### src/rtl/divider_pkg.sv
// Shared arithmetic-datapath definitions: control FSM states and a clog2 helper.
package divider_pkg;

    typedef enum logic [1:0] {
        ST_IDLE = 2'd0,
        ST_RUN  = 2'd1,
        ST_DONE = 2'd2
    } state_e;

    // Ceiling log2 for sizing counters; valid for value >= 1.
    function automatic int unsigned clog2(input int unsigned value);
        int unsigned result;
        int unsigned v;
        result = 0;
        v      = value - 1;
        while (v > 0) begin
            result = result + 1;
            v      = v >> 1;
        end
        return result;
    endfunction

endpackage

### src/rtl/divider_step.sv
// One combinational restoring-division step: shift in a dividend bit, trial subtract.
module divider_step
    import divider_pkg::*;
#(
    parameter int unsigned BITS = 8
) (
    input  logic [BITS-1:0] i_partial_rem,
    input  logic            i_next_bit,
    input  logic [BITS-1:0] i_divisor,
    output logic [BITS-1:0] o_partial_rem,
    output logic            o_quotient_bit
);

    logic [BITS:0] shifted;
    logic [BITS:0] diff;

    // Keep the difference when it is non-negative, otherwise restore the shifted value.
    always_comb begin
        shifted = {i_partial_rem, i_next_bit};
        diff    = shifted - {1'b0, i_divisor};
        if (!diff[BITS]) begin
            o_partial_rem  = diff[BITS-1:0];
            o_quotient_bit = 1'b1;
        end else begin
            o_partial_rem  = shifted[BITS-1:0];
            o_quotient_bit = 1'b0;
        end
    end

endmodule

### src/rtl/divider.sv
// Sequential restoring divider: one quotient bit per clock, i_start / o_finished handshake.
module divider
    import divider_pkg::*;
#(
    parameter int unsigned BITS = 8
) (
    input  logic            i_clock,
    input  logic            i_reset,
    input  logic            i_start,
    output logic            o_busy,
    output logic            o_finished,
    input  logic [BITS-1:0] i_dividend,
    input  logic [BITS-1:0] i_divisor,
    output logic [BITS-1:0] o_quotient,
    output logic [BITS-1:0] o_remainder,
    output logic            o_div_by_zero
);

    localparam int unsigned        CNT_W = clog2(BITS);
    localparam logic [CNT_W-1:0]   LAST  = CNT_W'(BITS - 1);

    state_e          state_q, state_d;
    logic [CNT_W-1:0] cnt_q, cnt_d;
    logic [BITS-1:0] work_q, work_d;
    // The partial remainder stays below the divisor between steps, so its
    // top (BITS) bit is always zero and only BITS bits are stored.
    logic [BITS-1:0] rem_q, rem_d;
    logic [BITS-1:0] divisor_q, divisor_d;
    logic            dbz_q, dbz_d;
    logic [BITS-1:0] quot_q, quot_d;
    logic [BITS-1:0] remo_q, remo_d;
    logic            dbz_out_q, dbz_out_d;

    logic [BITS-1:0] step_rem;
    logic            step_qbit;

    divider_step #(.BITS(BITS)) u_step (
        .i_partial_rem  (rem_q),
        .i_next_bit     (work_q[BITS-1]),
        .i_divisor      (divisor_q),
        .o_partial_rem  (step_rem),
        .o_quotient_bit (step_qbit)
    );

    // Next-state, operand capture, iteration and result capture.
    always_comb begin
        state_d   = state_q;
        cnt_d     = cnt_q;
        work_d    = work_q;
        rem_d     = rem_q;
        divisor_d = divisor_q;
        dbz_d     = dbz_q;
        quot_d    = quot_q;
        remo_d    = remo_q;
        dbz_out_d = dbz_out_q;
        case (state_q)
            ST_IDLE, ST_DONE: begin
                if (i_start) begin
                    state_d   = ST_RUN;
                    divisor_d = i_divisor;
                    work_d    = i_dividend;
                    rem_d     = '0;
                    cnt_d     = '0;
                    dbz_d     = (i_divisor == '0);
                end else begin
                    state_d = ST_IDLE;
                end
            end
            ST_RUN: begin
                work_d = {work_q[BITS-2:0], step_qbit};
                rem_d  = step_rem;
                if (cnt_q == LAST) begin
                    state_d   = ST_DONE;
                    quot_d    = {work_q[BITS-2:0], step_qbit};
                    remo_d    = step_rem;
                    dbz_out_d = dbz_q;
                end else begin
                    cnt_d = cnt_q + CNT_W'(1);
                end
            end
            default: state_d = ST_IDLE;
        endcase
    end

    // State and datapath registers with synchronous reset.
    always_ff @(posedge i_clock) begin
        if (i_reset) begin
            state_q   <= ST_IDLE;
            cnt_q     <= '0;
            work_q    <= '0;
            rem_q     <= '0;
            divisor_q <= '0;
            dbz_q     <= 1'b0;
            quot_q    <= '0;
            remo_q    <= '0;
            dbz_out_q <= 1'b0;
        end else begin
            state_q   <= state_d;
            cnt_q     <= cnt_d;
            work_q    <= work_d;
            rem_q     <= rem_d;
            divisor_q <= divisor_d;
            dbz_q     <= dbz_d;
            quot_q    <= quot_d;
            remo_q    <= remo_d;
            dbz_out_q <= dbz_out_d;
        end
    end

    assign o_busy        = (state_q == ST_RUN);
    assign o_finished    = (state_q == ST_DONE);
    assign o_quotient    = quot_q;
    assign o_remainder   = remo_q;
    assign o_div_by_zero = dbz_out_q;

endmodule

### config.mk
export PLATFORM = sky130hd
export DESIGN_NAME = divider
export DESIGN_NICKNAME = d
export VERILOG_FILES = /design/src/rtl/divider_pkg.sv /design/src/rtl/divider_step.sv /design/src/rtl/divider.sv
export SDC_FILE = /design/constraint.sdc
export NUM_CORES = 1
export LEC_CHECK = 0
export BUFFER_PORTS_ARGS = -buffer_cell sky130_fd_sc_hd__buf_2
export CAP_MARGIN = 25
export CORE_ASPECT_RATIO = 1.2
export CORE_UTILIZATION = 40
export DETAILED_ROUTE_END_ITERATION = 10
export PLACE_DENSITY = 0.71
export REMOVE_ABC_BUFFERS = 1
export SYNTH_ARGS = -nofsm -noshare
export SYNTH_HDL_FRONTEND = slang
export SYNTH_SLANG_ARGS = --single-unit
### constraint.sdc
create_clock -name i_clock -period 3 [get_ports i_clock]
set_input_delay 0.45 -clock i_clock [delete_from_list [all_inputs] [get_ports i_clock]]
set_output_delay 0.45 -clock i_clock [all_outputs]
set_load 0.01 [all_outputs]
==> impl_summary.txt, run 1 <==
----------------------------------------------------
[Setup path]
  Slowest stage delay, CP ... a little under 0.5 ns
  Req. time, crit path ... roughly 3.2 ns
  Kind of capture point of the worst setup path ... flop
  Type of the setup path with the least slack ... flop to flop
  Largest fanout of any net on the critical path ... 11
  Family with the most delay on the worst path ... compound AO/OA/AOI/OAI gates
  List of cells traversed by the critical path ... inv_1 -> ha_1 -> inv_1 -> fa_1 -> a211oi_2 -> o211a_1 -> o211a_1 -> mux2i_1 -> o21ai_0
  Critical Path Source Type ... flop
  Library cell contributing the largest single delay on the critical path ... o211a_1
  Number of buffer and inverter stages on the critical path ... 2
  Crit path DAT ... 2.84 ns

[Detailed routing]
  DRT iter0 DRCs ... ~100
  Routed vias ... roughly 2.0k
  DR WL/cell ... 13.73 um
  Post-route ant nets ... 0
  DRC viols ... 3
  DR pass1 iterations ... 7
  Total wire length ... 5162 um
  Vias/cell ... between 5 and 6

[Floorplanning]
  Floorplan core area ... about 0.0054 mm^2
  Die Width ... 71.39 um
  Number of top-level pins ... 38
  Area enclosed by the die boundary ... 0.006087 mm^2
  Initial core utilization ... a little over two fifths
  Height of the chip ... roughly 85 um
  Cell Rows ... 29

[Timing]
  Max-slew headroom ... approximately 36%
  Hold Violations, Final ... 0
  Setup total negative slack ... 0 ns
  Worst slew pin tran ... roughly 0.96 ns
  Unrepaired setup endpoints after global routing ... no
  Minimum clock period ... about 2.7 ns
  Count of pins over their slew limit ... 0
  Final-report setup violation count ... 0
  Part of the cycle the worst path needs ... between 80% and 90%
  Final setup slack of the worst path ... between 0.3 and 0.4 ns
  Peak clock frequency supported by timing ... ~380 MHz
  Setup Skew ... 0.01009 ns

[Yosys]
  Proportion of synthesized chip area in sequential cells ... about two fifths
  Post-Syn Area ... between 0.002 and 0.0025 mm^2
  Yosys warning total ... 0
  Mean area per synthesized cell ... just over 8 um^2
  Top-area cell type share of the netlist area ... about two fifths
  Count of cell types in the netlist ... 46
  Count of flip-flops with a built-in enable after synthesis ... 0
  Cells after synthesis ... 280
  Post-synth ARST share ... 0%
  Top cells by area, synth ... dfxtp_1, nand2_1, a21oi_1
  Flop and latch count out of synthesis ... 47
  Post-synthesis cell type with the largest combined area ... dfxtp_1
  Main synth FF type ... dfxtp_1

[Global routing]
  Number of global-route vias before repair ... 1977
  Antenna violations before repair ... 0
  Wire length of the first global-routing pass ... just under 9000 um
  Pin count of the biggest net entering global routing ... 35
  Global routing usage summed across all routing layers ... between 10% and 20%
  Gr ovfl total ... 0

[Clock network]
  Deepest clock path buffer count ... 2
  TritonCTS clock tree ... built
  H-tree depth reported by CTS ... 2
  Number of gates given a new drive strength after cts ... 0
  Buffer cell driving the clock tree root ... clkbuf_8
  Number of buffers inserted during clock tree synthesis ... 5
  Setup Buffers After CTS ... 0
  Number of buffers inserted by hold repair at cts ... 0
  Clock-pin transition on the worst setup and hold timing paths ... 0.09 ns
  Number of clock sinks ... 47
  Clock latency on the worst-skew pair ... about 0.3 ns

[Finish]
  Nets ... 343
  Combined area of the multi-input logic cells ... 0.001222 mm^2
  Synth-to-layout area growth ... 12.51%
  Most frequent standard cell in the layout excluding fill and tap cells ... nand2_1
  Ant. Diodes ... 0
  Commonest cells after routing, fill and taps aside ... nand2_1, dfxtp_1, buf_2, a21oi_1, nor2_1
  Fillers ... approximately 570
  Sequential cell area ... around 940 um^2
  Layout cells sized above 1 ... roughly 18%

[Pwr]
  Maximum ir drop on the vdd rail ... approximately 0.29 mV
  Pwr Density ... around 620 mW/mm^2
  Lkg Pwr ... ~1.1 nW

[Placed design]
  DPL Wire Length ... roughly 3800 um
  Routability-driven placement congestion ratio ... ~0.79
  Port bufs ... 37
  Worst Setup Slack post-DPL ... 0.3941 ns

[Outcome]
  Outcome ... finished, violations left
  Violations in the final reports ... design-rule violations

[Worst hold path]
  Class of the worst hold path ... input pin to flop

[Flow run]
  Number of violations of the max-capacitance limit ... 0

----------------------------------------------------
state kept, by name, indices dropped and copies added (netlist names):
name	flops
o_div_by_zero	1
o_quotient	8
cnt_q	3
divisor_q	8
dbz_q	1
work_q	8
o_remainder	8
state_q	2
rem_q	8
power breakdown:
group / leakage [nW] / switching (mW) / internal [mW]
registers: 0.382 / 0.0316 / 0.660
logic: 0.657 / 0.309 / 0.205
clock network: 0.0474 / 0.216 / 0.188
total: 1.09 / 0.556 / 1.05
stage by stage:
step	instances	power (mW)	util [%]	hold WS, ns	cell area (um^2)
final	376	1.609	47.77	0.3951	2600
after global placement	368	1.199	45.95	0.4415	2501
after CTS	376	1.619	47.77	0.3895	2600
after detailed placement	368	1.215	45.95	0.4489	2501
after global routing	376	1.710	47.77	0.3955	2600
after floorplan	265	1.087	-	0.4260	2208
per-layer routing:
metal  vias up  wire (um)  global-route usage [%]
li1       1045          -                       -
met1       930       2376                   21.18
met2        35       2512                   32.81
met3         8        138                   4.513
met4         0        134                   8.000
met5         -          0                       0
kinds of logic after synthesis:
| family | share of synthesized area [%] |
|---|---|
| simple gates | 20.63 |
| buf+inv | 6.389 |
| xor+xnor | 1.516 |
| flops | 40.71 |
| compound gates | 22.31 |
| fa+ha+maj | 6.280 |
| mux | 2.166 |
synth_stat cells, types with 3 or more instances:
master	instances
nand2b_1	3
mux2i_1	5
buf_6	3
o211ai_1	5
clkbuf_1	8
dfxtp_1	47
a311oi_1	7
a211oi_1	4
inv_1	12
nor2_1	21
nand3_1	3
o21ai_0	12
nor2b_1	4
a21oi_1	27
nand2_1	67
o21a_1	3
ha_1	10
cell type report:
cell class,count,share of cell area (%)
multi-input cells,206,47.02
flip-flops and latches,47,36.19
repair buffers,41,8.277
clock buffers,6,3.176
well taps,62,2.984
inverters,12,1.732
clock inverters,2,0.6256
worst reg2reg max path, cell delays in order (launching register included):
cell and delay, ns:
dfxtp_1 0.33, inv_1 0.08, ha_1 0.16, inv_1 0.05, fa_1 0.41, a211oi_2 0.30, o211a_1 0.26, o211a_1 0.49
mux2i_1 0.35, o21ai_0 0.12
path summary, 6_finish.rpt:
kind                            slack, ns         start  depth (start not counted)            to
worst max-delay path                 0.35     work_q[7]                          9      rem_q[6]
worst min-delay path                 0.40  i_divisor[4]                          3  divisor_q[4]
worst max register to register       0.35     work_q[7]                          9      rem_q[6]
worst min register to register       0.46  divisor_q[2]                          2  divisor_q[2]
Power figures use the tool's default switching activity.
==> inputs of run 2 (changes only) <==
--- a/config.mk
+++ b/config.mk
@@ -5,13 +5,13 @@
 export SDC_FILE = /design/constraint.sdc
 export NUM_CORES = 1
 export LEC_CHECK = 0
+export ABC_AREA = 1
 export BUFFER_PORTS_ARGS = -buffer_cell sky130_fd_sc_hd__buf_2
 export CAP_MARGIN = 25
 export CORE_ASPECT_RATIO = 1.2
 export CORE_UTILIZATION = 40
 export DETAILED_ROUTE_END_ITERATION = 10
 export PLACE_DENSITY = 0.71
-export REMOVE_ABC_BUFFERS = 1
 export SYNTH_ARGS = -nofsm -noshare
 export SYNTH_HDL_FRONTEND = slang
 export SYNTH_SLANG_ARGS = --single-unit
==> impl_summary.txt, run 2 <==
----------------------------------------------------
[Yosys]
  Post-Syn Area ... ~0.0024 mm^2
  Nets in the synthesized netlist ... between 300 and 400
  Flop and latch count out of synthesis ... 47
  Main synth FF type ... dfxtp_1
  Count of flip-flops with a built-in enable after synthesis ... 0
  Top cells by count, synth ... nand2_1, inv_1, dfxtp_1
  Top-area cell type share of the netlist area ... between 30% and 40%
  Top cells by area, synth ... dfxtp_1, nand2_1, inv_1
  Cells after synthesis ... 335
  Post-synthesis cell type with the largest combined area ... dfxtp_1
  Most frequent cell after synthesis ... nand2_1
  Count of cell types in the netlist ... 30
  Post-synth ARST share ... 0%
  Proportion of synthesized chip area in sequential cells ... 39.73%
  Yosys warning total ... 0
  Mean area per synthesized cell ... ~7.1 um^2

[Floorplanning]
  Height of the chip ... between 80 and 90 um
  Area enclosed by the die boundary ... 0.006234 mm^2
  Number of top-level pins ... 38
  Die Width ... 72.25 um
  Floorplan core area ... ~0.0057 mm^2
  Cell Rows ... 30
  Initial core utilization ... between 40% and 50%

[Timing]
  Final setup slack of the worst path ... 0.9547 ns
  Minimum clock period ... a little over 2 ns
  Unrepaired setup endpoints after global routing ... no
  Setup total negative slack ... 0 ns
  Part of the cycle the worst path needs ... 68.18%
  Count of pins over their slew limit ... 0
  Max-slew headroom ... 47.80%
  Setup Skew ... between 0.007 and 0.008 ns
  Hold Violations, Final ... 0
  Peak clock frequency supported by timing ... 488.9 MHz
  WHS ... 0.3813 ns
  Worst slew pin tran ... around 0.78 ns
  Final-report setup violation count ... 0

[Clock network]
  Setup Buffers After CTS ... 0
  Number of clock sinks ... 47
  Clock-pin transition on the worst setup and hold timing paths ... roughly 0.090 ns
  Number of buffers inserted during clock tree synthesis ... 5
  H-tree depth reported by CTS ... 2
  TritonCTS clock tree ... built
  Buffer cell driving the clock tree root ... clkbuf_8
  Deepest clock path buffer count ... 2
  Clock latency on the worst-skew pair ... just under 0.3 ns
  Number of gates given a new drive strength after cts ... 0
  Number of buffers inserted by hold repair at cts ... 0

[Placed design]
  Inst Count DP ... between 400 and 500
  DPL Wire Length ... ~3900 um
  Worst Setup Slack post-DPL ... ~1 ns
  Port bufs ... 37
  Placement-stage cell area ... around 0.0026 mm^2
  Routability-driven placement congestion ratio ... approximately 0.80

[Finish]
  Synth-to-layout area growth ... 13.31%
  Number of cells in the finished layout apart from fillers ... 447
  Layout cells sized above 1 ... approximately 16%
  Commonest cells after routing, fill and taps aside ... nand2_1, inv_1, dfxtp_1, buf_2, nor2_1
  Fillers ... 587
  Most frequent standard cell in the layout excluding fill and tap cells ... nand2_1
  Combined area of the multi-input logic cells ... between 0.001 and 0.0015 mm^2
  Sequential cell area ... around 940 um^2
  Ant. Diodes ... 0
  Fin area ... approximately 0.0027 mm^2
  Nets ... roughly 400

[Global routing]
  Pin count of the biggest net entering global routing ... 33
  Global routing usage summed across all routing layers ... 17.94%
  Wire length of the first global-routing pass ... ~9000 um
  Gr ovfl total ... 0
  Antenna violations before repair ... 0
  Number of global-route vias before repair ... approximately 2.1k

[Setup path]
  Worst r2r src ... work_q[7]
  Kind of capture point of the worst setup path ... output port
  Endpoint of the most critical register-to-register path ... rem_q[5]
  Crit path DAT ... ~1.6 ns
  Largest fanout of any net on the critical path ... 11
  Register-to-register path setup slack ... about 0.99 ns
  Worst Reg2Reg Path Length in Cells ... 13
  Critical Path Source Type ... flop
  Req. time, crit path ... 2.55 ns
  Type of the setup path with the least slack ... flop to output port

[Detailed routing]
  Vias/cell ... 4.774
  DRC viols ... 0
  Total wire length ... between 5000 and 6000 um
  DRT iter0 DRCs ... 85
  Post-route ant nets ... 0
  Routed vias ... 2134
  DR pass1 iterations ... 4
  DR WL/cell ... approximately 11 um

[Worst hold path]
  Instance count along the most critical hold path ... 3
  Class of the worst hold path ... input pin to flop
  Hold Crit Start ... i_dividend[5]
  End point of the worst hold path ... work_q[5]

[Pwr]
  Pwr Density ... between 600 and 700 mW/mm^2
  Lkg Pwr ... around 1.3 nW
  Maximum ir drop on the vdd rail ... ~0.33 mV

[Outcome]
  Outcome ... finished clean

[Flow run]
  Number of violations of the max-capacitance limit ... 0

----------------------------------------------------
-- run 2: kinds of logic after synthesis --
group,share of synthesized area [%]
fa+ha+maj,6.128
flops,39.73
xor+xnor,1.110
buf+inv,10.78
simple gates,26.94
compound gates,15.32
-- run 2: area by class of cell --
class,instances,share of cell area (%)
Clock buffer,5,2.564
Clock inverter,2,0.5128
Inverter,50,6.993
Multi-Input combinational cell,224,43.68
Sequential cell,47,35.06
Tap cell,80,3.730
Timing Repair Buffer,39,7.459
-- run 2: worst max-delay path by stage --
stage,start,endpoint,slack [ns],depth (start not counted)
global route,work_q[7],o_remainder[1],0.77,14
floorplan,work_q[7],o_remainder[7],1.24,14
global placement,work_q[7],o_remainder[5],1.02,14
finish,state_q[1],o_busy,0.95,4
detailed placement,work_q[7],o_remainder[5],1.01,14
CTS,state_q[1],o_busy,0.95,4
-- run 2: per-stage QoR --
step | util (%) | power [mW]
finish | 47.35 | 1.693
CTS | 47.35 | 1.709
global route | 47.35 | 1.835
floorplan | - | 1.198
global placement | 45.89 | 1.336
detailed placement | 45.89 | 1.347
-- run 2: critical path, cell delays in order, from the launching register on --
cell and delay [ns]:
dfxtp_1 0.32, inv_1 0.05, nand2_1 0.26, clkinv_1 0.40, buf_2 0.27
-- run 2: report_power, final --
group | leakage (nW) | total, mW | internal, mW | switching (mW)
clock network | 0.0440 | 0.361 | 0.159 | 0.202
registers | 0.386 | 0.724 | 0.686 | 0.0383
logic | 0.903 | 0.607 | 0.215 | 0.392
-- run 2: metal layers --
layer / global-route usage [%] / share of wire [%]
met2: 31.78 / 49
met1: 21.15 / 45
met5: 0 / 0
met3: 3.372 / 4.2
met4: 7.130 / 1.5
